==> config.mk <==
export PLATFORM = sky130hd
export DESIGN_NAME = attenuation_mixer
export DESIGN_NICKNAME = d
export VERILOG_FILES = /design/src/rtl/psg_pkg.sv /design/src/rtl/attenuation_lut.sv /design/src/rtl/attenuation_mixer.sv
export SDC_FILE = /design/constraint.sdc
export NUM_CORES = 1
export LEC_CHECK = 0
export ABC_AREA = 1
export CORE_UTILIZATION = 31
export CTS_CLUSTER_DIAMETER = 200
export DETAILED_ROUTE_END_ITERATION = 8
export SLEW_MARGIN = 20
export SYNTH_ARGS = -nofsm -noshare
export SYNTH_HDL_FRONTEND = slang
export SYNTH_SLANG_ARGS = --single-unit
==> constraint.sdc <==
create_clock -name clk -period 2.8 [get_ports clk]
set_input_delay 0.56 -clock clk [delete_from_list [all_inputs] [get_ports clk]]
set_output_delay 0.56 -clock clk [all_outputs]
set_load 0.02 [all_outputs]
==> src/rtl/psg_pkg.sv <==
// Shared PSG attenuation constants and the code -> linear level function (-2dB/step, code 15 silent).
// Latency: n/a (package). Backpressure: n/a.
// Levels are floor(MAX * 10^(-k/10)) with a floor of 1, from 12-digit truncated decimal fractions.
package psg_pkg;

  localparam int               ATTEN_W      = 4;
  localparam int               ATTEN_CODES  = 16;
  localparam logic [ATTEN_W-1:0] ATTEN_SILENT = 4'd15;

  localparam logic [63:0] FRAC_SCALE = 64'd1_000_000_000_000;

  // 10^(-k/10) scaled by 1e12 and truncated; truncation keeps the product at or below the true value
  localparam logic [63:0] ATTEN_FRAC [ATTEN_CODES] = '{
    64'd1_000_000_000_000,
    64'd794_328_234_724,
    64'd630_957_344_480,
    64'd501_187_233_627,
    64'd398_107_170_553,
    64'd316_227_766_016,
    64'd251_188_643_150,
    64'd199_526_231_496,
    64'd158_489_319_246,
    64'd125_892_541_179,
    64'd100_000_000_000,
    64'd79_432_823_472,
    64'd63_095_734_448,
    64'd50_118_723_362,
    64'd39_810_717_055,
    64'd0
  };

  function automatic logic [31:0] atten_level(input logic [ATTEN_W-1:0] code, input int vbits);
    logic [63:0] max_v;
    logic [63:0] lvl;
    max_v = (64'd1 << vbits) - 64'd1;
    if (code == ATTEN_SILENT) begin
      lvl = '0;
    end else if (code == '0) begin
      lvl = max_v;
    end else begin
      lvl = (max_v * ATTEN_FRAC[code]) / FRAC_SCALE;
      if (lvl == '0) lvl = 64'd1;
    end
    return lvl[31:0];
  endfunction

endpackage

==> src/rtl/attenuation_lut.sv <==
// Combinational attenuation code -> linear level lookup, table built at elaboration.
// Latency: 0 cycles. Backpressure: none (pure function of code).
module attenuation_lut
  import psg_pkg::*;
#(
  parameter int VOLUME_BITS = 14
) (
  input  logic [ATTEN_W-1:0]     code,
  output logic [VOLUME_BITS-1:0] level
);

  logic [VOLUME_BITS-1:0] table_w [ATTEN_CODES];

  for (genvar g = 0; g < ATTEN_CODES; g++) begin : g_entry
    localparam logic [31:0] LVL = atten_level(ATTEN_W'(g), VOLUME_BITS);
    assign table_w[g] = LVL[VOLUME_BITS-1:0];
  end

  assign level = table_w[code];

endmodule

==> src/rtl/attenuation_mixer.sv <==
// Time-multiplexed N-channel attenuate-and-sum; one slot per channel, one summed sample per frame.
// Latency: out/out_valid update on the N-th edge of each frame. Backpressure: none, free-running.
// Optional ATTENUATION_RAMP_EN: per-channel codes step one unit toward control every RAMP_DIV frames.
module attenuation_mixer
  import psg_pkg::*;
#(
  parameter  int NUM_CHANNELS = 4,
  parameter  int CONTROL_BITS = 4,
  parameter  int VOLUME_BITS  = 14,
  parameter  int RAMP_DIV     = 16,
  localparam int OUT_BITS     = VOLUME_BITS + $clog2(NUM_CHANNELS)
) (
  input  logic                               clk,
  input  logic                               reset,
  input  logic [NUM_CHANNELS-1:0]            in,
  input  logic [NUM_CHANNELS*CONTROL_BITS-1:0] control,
  output logic [OUT_BITS-1:0]                out,
  output logic                               out_valid
);

  localparam int              CH_W    = (NUM_CHANNELS > 1) ? $clog2(NUM_CHANNELS) : 1;
  localparam logic [CH_W-1:0] LAST_CH = CH_W'(NUM_CHANNELS - 1);

  logic [CH_W-1:0]        ch;
  logic                   last_slot;
  logic [OUT_BITS-1:0]    acc;
  logic [OUT_BITS-1:0]    sum;
  logic [ATTEN_W-1:0]     tgt_code;
  logic [ATTEN_W-1:0]     eff_code;
  logic [VOLUME_BITS-1:0] lut_level;
  logic [VOLUME_BITS-1:0] level;

  assign last_slot = (ch == LAST_CH);
  assign tgt_code  = ATTEN_W'(control[int'(ch)*CONTROL_BITS +: CONTROL_BITS]);

  attenuation_lut #(
    .VOLUME_BITS(VOLUME_BITS)
  ) u_lut (
    .code (eff_code),
    .level(lut_level)
  );

  assign level = in[ch] ? lut_level : '0;
  assign sum   = acc + OUT_BITS'(level);

  always_ff @(posedge clk or posedge reset) begin
    if (reset) begin
      ch        <= '0;
      acc       <= '0;
      out       <= '0;
      out_valid <= 1'b0;
    end else begin
      out_valid <= last_slot;
      if (last_slot) begin
        ch  <= '0;
        acc <= '0;
        out <= sum;
      end else begin
        ch  <= ch + 1'b1;
        acc <= sum;
      end
    end
  end

`ifdef ATTENUATION_RAMP_EN
  localparam int FCNT_W = (RAMP_DIV > 1) ? $clog2(RAMP_DIV) : 1;

  logic [FCNT_W-1:0]  fcnt;
  logic               ramp_tick;
  logic [ATTEN_W-1:0] cur [NUM_CHANNELS];

  // Frame 0 after reset is a tick frame, so a ramp starts moving immediately
  assign ramp_tick = (fcnt == '0);
  assign eff_code  = cur[ch];

  always_ff @(posedge clk or posedge reset) begin
    if (reset) begin
      fcnt <= '0;
    end else if (last_slot) begin
      fcnt <= (fcnt == FCNT_W'(RAMP_DIV - 1)) ? '0 : fcnt + 1'b1;
    end
  end

  always_ff @(posedge clk or posedge reset) begin
    if (reset) begin
      for (int k = 0; k < NUM_CHANNELS; k++) cur[k] <= ATTEN_SILENT;
    end else if (ramp_tick) begin
      if (cur[ch] < tgt_code)      cur[ch] <= cur[ch] + 1'b1;
      else if (cur[ch] > tgt_code) cur[ch] <= cur[ch] - 1'b1;
    end
  end
`else
  logic ramp_div_unused;

  assign eff_code        = tgt_code;
  assign ramp_div_unused = (RAMP_DIV > 0);
`endif

endmodule
* Yosys cells after proc, flatten, opt, wreduce, memory -nomap -nowiden
Memories as Yosys holds them, arrays and structs flattened. Index checks and enable logic that the tools add are counted. W data, S select, Z words.
Storage, ports and cells: register bits 35, latch bits 0, bits in writable memories 0, bits in read-only memories 224, input bits 22, output and inout port bits 17, logic and storage cells 19, memories 1
Memories:
- (name not given) | words 16, width 14, read ports 1, clocked after memory_dff 0, wr ports 0, RTL line attenuation_lut.sv:19 | assign level = table_w[code];
Operators by class: add/sub/neg operators 2, multiply operators 0, divide/modulo/power cells 0, magnitude comparators 2, equality and inequality tests 1, shift-type cells 1, mux-type cells 7, bitwise logic cells 1, reductions and logical operators 0
Operator list (number):
- $mux W14 | 3
- $add A16 B14 Y16 | 1
- $mux W16 | 1
- $shiftx A16 B5 Y4 | 1
- $ge A5 B5 Y1 const B | 1
- $not A4 Y5 | 1
- $lt A2 B3 Y1 const B | 1
- $add A2 B1 Y2 const B | 1
- $bmux W1 S2 | 1
- $eq A2 B2 Y1 const B | 1
- $mux W2 | 1
- $mux W1 | 1

* Longest topological paths before layout
Gate-level depths: netlist of the first run.
depth after elaboration 8, depth in mapped cells 22, mapped depth without buffers 22

* Hierarchy
A second synthesis of the first run with hierarchy kept.
Unflattened totals: cells, all modules 406, area, all modules 2682.6 sq um
By module, submodules not included:
- attenuation_mixer | times used 1, cells each 331, area an instance 2301.0 sq um, seq. area each 875.8 sq um
- attenuation_lut | times used 1, cells each 75, area an instance 381.6 sq um, seq. area each 0.0 sq um

* Least setup slack after synthesis of the first run
OpenSTA, ideal clock, no wires.
path type input to register, start input port control[4], end register out[13], library setup time 0.118 ns, data arrival time 2.740 ns, data required time 2.682 ns, setup slack -0.058 ns, stages 19, buffers on the path 0, cell sequence nor2_1 -> nor2_1 -> o21ai_0 -> nand2_1 -> inv_1 -> ha_1 -> inv_1 -> nand2_1 -> o21ai_1 -> nand2b_1 -> inv_1 -> ha_1 -> or2_2 -> nand3_1 -> nand2_1 -> nand2_1 -> nand3_1 -> nand3_1 -> nand2_1
On the way: word-level cells in the longest chain between the ends 7
RTL lines:
- from (decl) | RTL line attenuation_mixer.sv:16 | input logic [NUM_CHANNELS*CONTROL_BITS-1:0] control,
- $shiftx A16 B5 Y4 | RTL line attenuation_mixer.sv:34 | assign tgt_code = ATTEN_W'(control[int'(ch)*CONTROL_BITS +: CONTROL_BITS]);
- $not A4 Y5 (not written as such) | RTL line attenuation_lut.sv:19
- $mem_v2 Z16 W14
- $mux W14 (not written as such) (2 in series) | RTL line attenuation_lut.sv:19
- $mux W14 | RTL line attenuation_mixer.sv:43 | assign level = in[ch] ? lut_level : '0;
- $add A16 B14 Y16 | RTL line attenuation_mixer.sv:44 | assign sum = acc + OUT_BITS'(level);
- to (signal assigned) | RTL line attenuation_mixer.sv:57 | out <= sum;
- to (decl) | RTL line attenuation_mixer.sv:17 | output logic [OUT_BITS-1:0] out,
No other way between the ends. The select of a mux whose other input is x is not followed. A chain may end at the register's enable or synchronous reset.

* Final worst setup path of the first run
start input port control[14], end register out[4]
The elaborated chain is that of the path after synthesis.

==> impl_metrics.yaml, run 1 <==
run_status:
  status: "finished with violations"
  violations: "setup timing"
clock_tree:
  clk_path_buf_depth: 2
  cts-buffers-inserted: 5
  clk_pin_slew_ns: 0.07
  htreeDepth: 2
  cts.sinks: 35
  postCtsHoldBufs: 0
  cts_tree: "done"
  clockRootBuffer: "clkbuf_8"
  clkLatencyLatePin_ns: 0.30
drt:
  wl_per_cell_um: 13.33
  routed_wl_um: 8173
  via_count: 2880
  drt_iter0_drc: 154
  antenna_left: 0
  route.detailed.drc: 0
  detail_route.vias_per_cell: 4.698
  firstDrtPassIters: 4
layout:
  final_core_util_pct: 53.92
  final_cells: 613
  final_common_cell: "nand2_1"
  final_nets: 552
  final_cell_mix: "nand2_1, buf_4, inv_1, nand2_2, dfrtp_1"
  fillers: 763
  areaGrowthSynthToFinish_pct: 66.31
  drive_gt1_share_pct: 44.09
  antenna_cells: 0
place:
  place.gp.congestion: 0.8774
  dpl.hpwl_um: 5271
  placed_cells: 586
  io_buffers: 38
worst_hold_path:
  min-delay-start: "out[14]$_DFFE_PP0P_"
  worstHoldPathType: "register to register"
  worstHoldPathCells: 2
setup_path:
  cp_slowest_stage_delay_ns: 0.45
  path_buf_inv: 6
  critPathRequiredTime_ns: 2.94
  cpMaxStageDelayCell: "clkdlybuf4s50_1"
  cp-start-kind: "input pin"
  crit_type: "input pin to register"
  path_depth: 18
  crit_arrival_ns: 2.98
  setup.worst_path.start: "control[14]"
  cp_top_family: "buffers and inverters"
  worst-r2r-cell-count: 21
  cp_max_fo: 5
  crit_path_cell_trace: "clkdlybuf4s50_1 > nand2_1 > nand3_1 > nand2_2 > buf_4 > nand2_2 > a21oi_2 > nor2_2 > ha_2 > inv_2 > fa_2 > inv_2 > nand3_4 > nand3_4 > buf_4 > buf_6 > xnor2_2 > o21ai_1"
  setup.worst_path.end_class: "register"
  r2r_start: "ch[0]$_DFF_PP0_"
synth:
  netlist-cell-type-count: 31
  synth_top_family_by_area: "simple AND/OR/NAND/NOR gates"
  synth_compound_area_share_pct: 7.173
  yosys.area_share.simple_pct: 36.97
  synth_area_um2: 2704
  avgSynthCellArea_um2: 6.660
  netlist.area_leader.share_pct: 32.39
  synthTopCellsByArea: "dfrtp_1, nand2_1, ha_1, inv_1, nor2_1"
  synth_warnings: 0
  synth_nets: 450
  synthesis.instances: 406
  ys_seq_elements: 35
  yosysSeqAreaShare_pct: 32.39
  synth_fa_ha_area_share_pct: 10.46
  synth_xor_area_share_pct: 1.944
  synth_largest_area_cell: "dfrtp_1"
  synthMuxAreaShare_pct: 0
floorplan:
  die-area_um2: 9099
  die_h_um: 95.39
  initial_core_util_pct: 32.42
  row_count: 33
  io_pins: 39
  die_x_um: 95.39
  core_um2: 8341
pwr:
  powerDensity_nw_per_um2: 464.1
  vdd_drop_max_v: 0.0005201
  p_leak_uw: 0.002278
grt:
  overflow: 0
  grt_pass1_vias: 2736
  grtUsageTotal_pct: 17.89
  grt_max_degree: 36
  grt_pass1_wl_um: 12680
  antenna_found_initial: 0
sta:
  tns_ns: -0.1434
  fin_crit_sh_pct: 101.3
  max_freq_mhz: 352.4
  finalCriticalPeriod_ns: 2.838
  finalClockSkew_ns: 0.01509
  setup_viol: 8
  worstMarginPinSlew_ns: 0.6628
  finalWorstSetupSlack_ns: -0.03780
  relSlewSlack_pct: 55.77
  rsz0062_at_grt: "yes"
  hold_violations: 0
  slew_viol_final: 0
flow_run:
  cap_violations: 0
-- cells in the mapped netlist --
cell type,count
o22ai_1,1
a21oi_1,12
dfrtp_1,35
nand3b_1,2
a21oi_2,2
nand4_1,1
nand3_2,1
o211ai_1,2
ha_1,21
inv_4,1
a22oi_1,1
nand2b_1,1
nand2_4,2
nor2_1,39
inv_2,3
o21ai_1,4
nand3_1,26
clkbuf_1,5
nand2_2,10
or2_2,2
buf_6,4
o21ai_2,2
nor3_1,3
nand2_1,150
o21ai_0,10
clkinv_1,1
xnor2_1,4
xor2_1,2
fa_1,1
nor3_2,1
inv_1,57
-- per-layer routing --
metal	GRT usage [%]	part of all wire, %	vias to the layer above	routed length, µm
met2	29.52	49	63	3981
li1	-	-	1447	-
met3	2.313	3.7	10	305
met1	24.53	46	1360	3765
met5	0	0	-	0
met4	4.851	1.5	0	121
-- worst reg2reg max path, delay by kind of cell, from the launching register on --
kind                     cells  cell delay [ns]
flip-flops                   1             0.47
adder cells (fa/ha/maj)      3             0.68
XOR/XNOR                     1             0.12
AO/OA/AOI/OAI                3             0.21
AND/OR/NAND/NOR              7             0.60
buffers and inverters        7             0.59
-- where the power goes --
group / internal (µW) / total [µW] / switching [µW]
sequential: 626 / 693 / 67.3
clock: 193 / 386 / 193
combinational: 489 / 1010 / 519
total: 1310 / 2090 / 779
-- final cells by class --
type	count	area, µm²	area share [%]
Multi-Input combinational cell	300	2263	50.33
Timing Repair Buffer	104	887.1	19.73
Sequential cell	35	878.3	19.53
Inverter	62	249.0	5.537
Tap cell	105	131.4	2.922
Clock buffer	6	82.58	1.836
Clock inverter	1	5.005	0.1113
-- per-stage QoR --
step           setup slack, ns  total power (µW)  area, µm²  hold WS (ns)
4_1_cts              -0.005873              1954       3950        0.4868
6_report              -0.03780              2087       4497        0.4815
5_1_grt                -0.2078              2216       4497        0.5031
2_1_floorplan          0.01422              1119       2721        0.4994
3_3_place_gp           -0.6873              1483       3515        0.4660
3_5_place_dp           -0.7063              1487       3515        0.4642
-- path summary, 6_finish.rpt --
path	to	slack, ns
max in group asynchronous	ch[1]$_DFF_PP0_	1.78
hold / removal	out[14]$_DFFE_PP0P_	0.48
hold reg to reg	out[14]$_DFFE_PP0P_	0.48
setup reg to reg	out[4]$_DFFE_PP0P_	-0.03
min in group asynchronous	out[14]$_DFFE_PP0P_	0.67
setup / recovery	out[4]$_DFFE_PP0P_	-0.04
-- kinds of logic (layout without fill, tap and decap cells) --
logic type                 Yosys count  in the layout
AOI/OAI and AO/OA                   34             34
xor gates and xnor gates             6              6
adders and majority gates           22             22
buffers and inverters               71            173
DFF                                 35             35
and+or+nand+nor                    238            238
-- sequential cells by signal (all words and copies together) (netlist names) --
signal and flops:
out 16, acc 16, out_valid 1, ch 2
-- timing repair --
item | in CTS | in global routing
pin swaps | 50 | 46
gates resized for setup | 90 | 96
buffers inserted | 10 | 11
endpoints found under the setup margin | 28 | 26
Power figures use the tool's default switching activity.
==> run 2: changes to the inputs <==
CTS_CLUSTER_DIAMETER = 60   (was 200)
HOLD_SLACK_MARGIN = 0.02   (was unset)
==> results of run 2 <==
Final layout, timing and power as in run 1 (identical DEF).
==> run 3: changes to the inputs <==
MAX_ROUTING_LAYER = met4   (was unset)
==> impl_metrics.yaml, run 3 (synthesis results as in run 1) <==
worst_hold_path:
  worstHoldPathCells: 2
  min-delay-start: "out[15]$_DFFE_PP0P_"
  worstHoldPathType: "register to register"
  min_to: "out[15]$_DFFE_PP0P_"
setup_path:
  r2r-end: "out[10]$_DFFE_PP0P_"
  cp-start-kind: "register"
  r2r_start: "ch[0]$_DFF_PP0_"
  worst-r2r-cell-count: 22
  critPathRequiredTime_ns: 2.98
  crit_type: "register to register"
  cp_max_fo: 6
  path_buf_inv: 4
  cpMaxStageDelayCell: "dfrtp_2"
  crit_arrival_ns: 2.97
  crit_path_cell_trace: "inv_4 > nor2_1 > nor2_1 > o21ai_2 > nand2_2 > inv_4 > ha_4 > inv_2 > nand2_4 > o21ai_2 > nand2b_4 > inv_1 > ha_4 > nand2_1 > nor2_2 > nand2_1 > nand3_4 > nand2_2 > nand2_1 > nand2_2 > nand3_2 > nand2_1"
  cp_slowest_stage_delay_ns: 0.44
  worst_path_most_repeated_cell: "nand2_1"
  cp_top_family: "simple AND/OR/NAND/NOR gates"
  setup.worst_path.end_class: "register"
  reg2reg_slack_ns: 0.01
pwr:
  vdd_drop_max_v: 0.0004053
  p_seq_share_pct: 33.7
  p_leak_uw: 0.002308
  combinationalPowerShare_pct: 48.8
  powerDensity_nw_per_um2: 452.6
  swShare_pct: 37.38
  power_switching_uw: 770.0
  p_int_uw: 1290
  p_clk_share_pct: 17.5
  total_power_uw: 2060
layout:
  final_cells: 613
  reg_top3: "acc (16), out (16), ch (2)"
  final_common_cell: "nand2_1"
  final_cell_mix: "nand2_1, buf_4, nand2_2, inv_1, dfrtp_1"
  areaGrowthSynthToFinish_pct: 68.35
  final_nets: 551
  antenna_cells: 0
  drive_gt1_share_pct: 47.44
  final_area_um2: 4552
sta:
  tns_ns: 0
  hold_ws_ns: 0.4736
  fin_crit_sh_pct: 99.54
  rsz0062_at_grt: "yes"
  worstMarginPinSlew_ns: 0.6753
  slew_viol_final: 0
  setup_viol: 0
  finalClockSkew_ns: 0.009061
  hold_violations: 0
  finalCriticalPeriod_ns: 2.787
  relSlewSlack_pct: 54.93
  max_freq_mhz: 358.8
drt:
  routed_wl_um: 8125
  firstDrtPassIters: 5
  drt_iter0_drc: 95
  route.detailed.drc: 0
  detail_route.vias_per_cell: 4.672
  wl_per_cell_um: 13.25
  via_count: 2864
  antenna_left: 0
clock_tree:
  clk_pin_slew_ns: 0.07
  cts-buffers-inserted: 5
  clkLatencyLatePin_ns: 0.29
  htreeDepth: 2
  cts_tree: "done"
  cts.sinks: 35
  clk_path_buf_depth: 2
  clockRootBuffer: "clkbuf_8"
floorplan:
  initial_core_util_pct: 32.42
  die-area_um2: 9099
  die_x_um: 95.39
  die_h_um: 95.39
  core_um2: 8341
  row_count: 33
  io_pins: 39
grt:
  grt_max_degree: 36
  antenna_found_initial: 0
  grt_pass1_vias: 2747
  grtUsageTotal_pct: 18.47
  overflow: 0
  grt_pass1_wl_um: 12590
place:
  io_buffers: 38
  dpl.hpwl_um: 5291
  post_dp_cell_area_um2: 3537
  place.gp.congestion: 0.8838
  placed_cells: 589
run_status:
  status: "completed"
flow_run:
  cap_violations: 0
[run 3: through the flow]
stage	util (%)	setup WS, ns
3_3_place_gp	42.41	-0.6677
6_report	54.58	0.01299
5_1_grt	54.58	-0.1433
4_1_cts	48.08	-0.05728
3_5_place_dp	42.41	-0.6568
2_1_floorplan	-	0.01422
[run 3: repair_timing]
item,in CTS,in global routing
endpoints found under the hold margin,0,0
gates resized for setup,91,117
pin swaps,51,74
hold buffers,0,0
endpoints found under the setup margin,27,27
setup buffers,12,5
[run 3: worst reg2reg max path, delay by kind of cell (launching register included)]
family / cells / cell delay (ns)
buf+inv: 4 / 0.28
simple gates: 14 / 1.24
compound gates: 2 / 0.22
flops: 1 / 0.44
fa+ha+maj: 2 / 0.50
[run 3: cell type report]
type,instances,area [µm²]
fillers,770,3789
multi-input cells,300,2321
repair buffers,103,890.9
flip-flops and latches,35,878.3
inverters,62,249.0
well taps,105,131.4
clock buffers,7,76.32
clock inverters,1,5.005
[run 3: per-layer routing]
layer  up-vias  track usage [%]  share of wire (%)  routed length [µm]
met5         -                -                  0                   0
met4         0            5.846                1.6                 133
met3        15            2.951                3.6                 296
met2        51            30.65                 51                4125
met1      1353            22.99                 44                3569
li1       1445                -                  -                   -
[run 3: worst max-delay path by stage]
stage | start | end | slack, ns | cells after the start
CTS | ch[0]$_DFF_PP0_ | acc[11]$_DFF_PP0_ | -0.06 | 23
detailed placement | control[4] | acc[11]$_DFF_PP0_ | -0.66 | 21
finish | ch[0]$_DFF_PP0_ | out[10]$_DFFE_PP0P_ | 0.01 | 22
global route | ch[0]$_DFF_PP0_ | out[10]$_DFFE_PP0P_ | -0.14 | 22
floorplan | control[4] | out[8]$_DFFE_PP0P_ | 0.01 | 20
global placement | control[4] | out[7]$_DFFE_PP0P_ | -0.67 | 18
[run 3: power groups by stage]
stage | Combinational, µW | Sequential [µW] | Clock, µW
2_1_floorplan | 297 | 822 | 0
3_3_place_gp | 795 | 697 | 0
3_5_place_dp | 799 | 696 | 0
4_1_cts | 884 | 692 | 373
5_1_grt | 1090 | 708 | 391
6_report | 1010 | 695 | 360
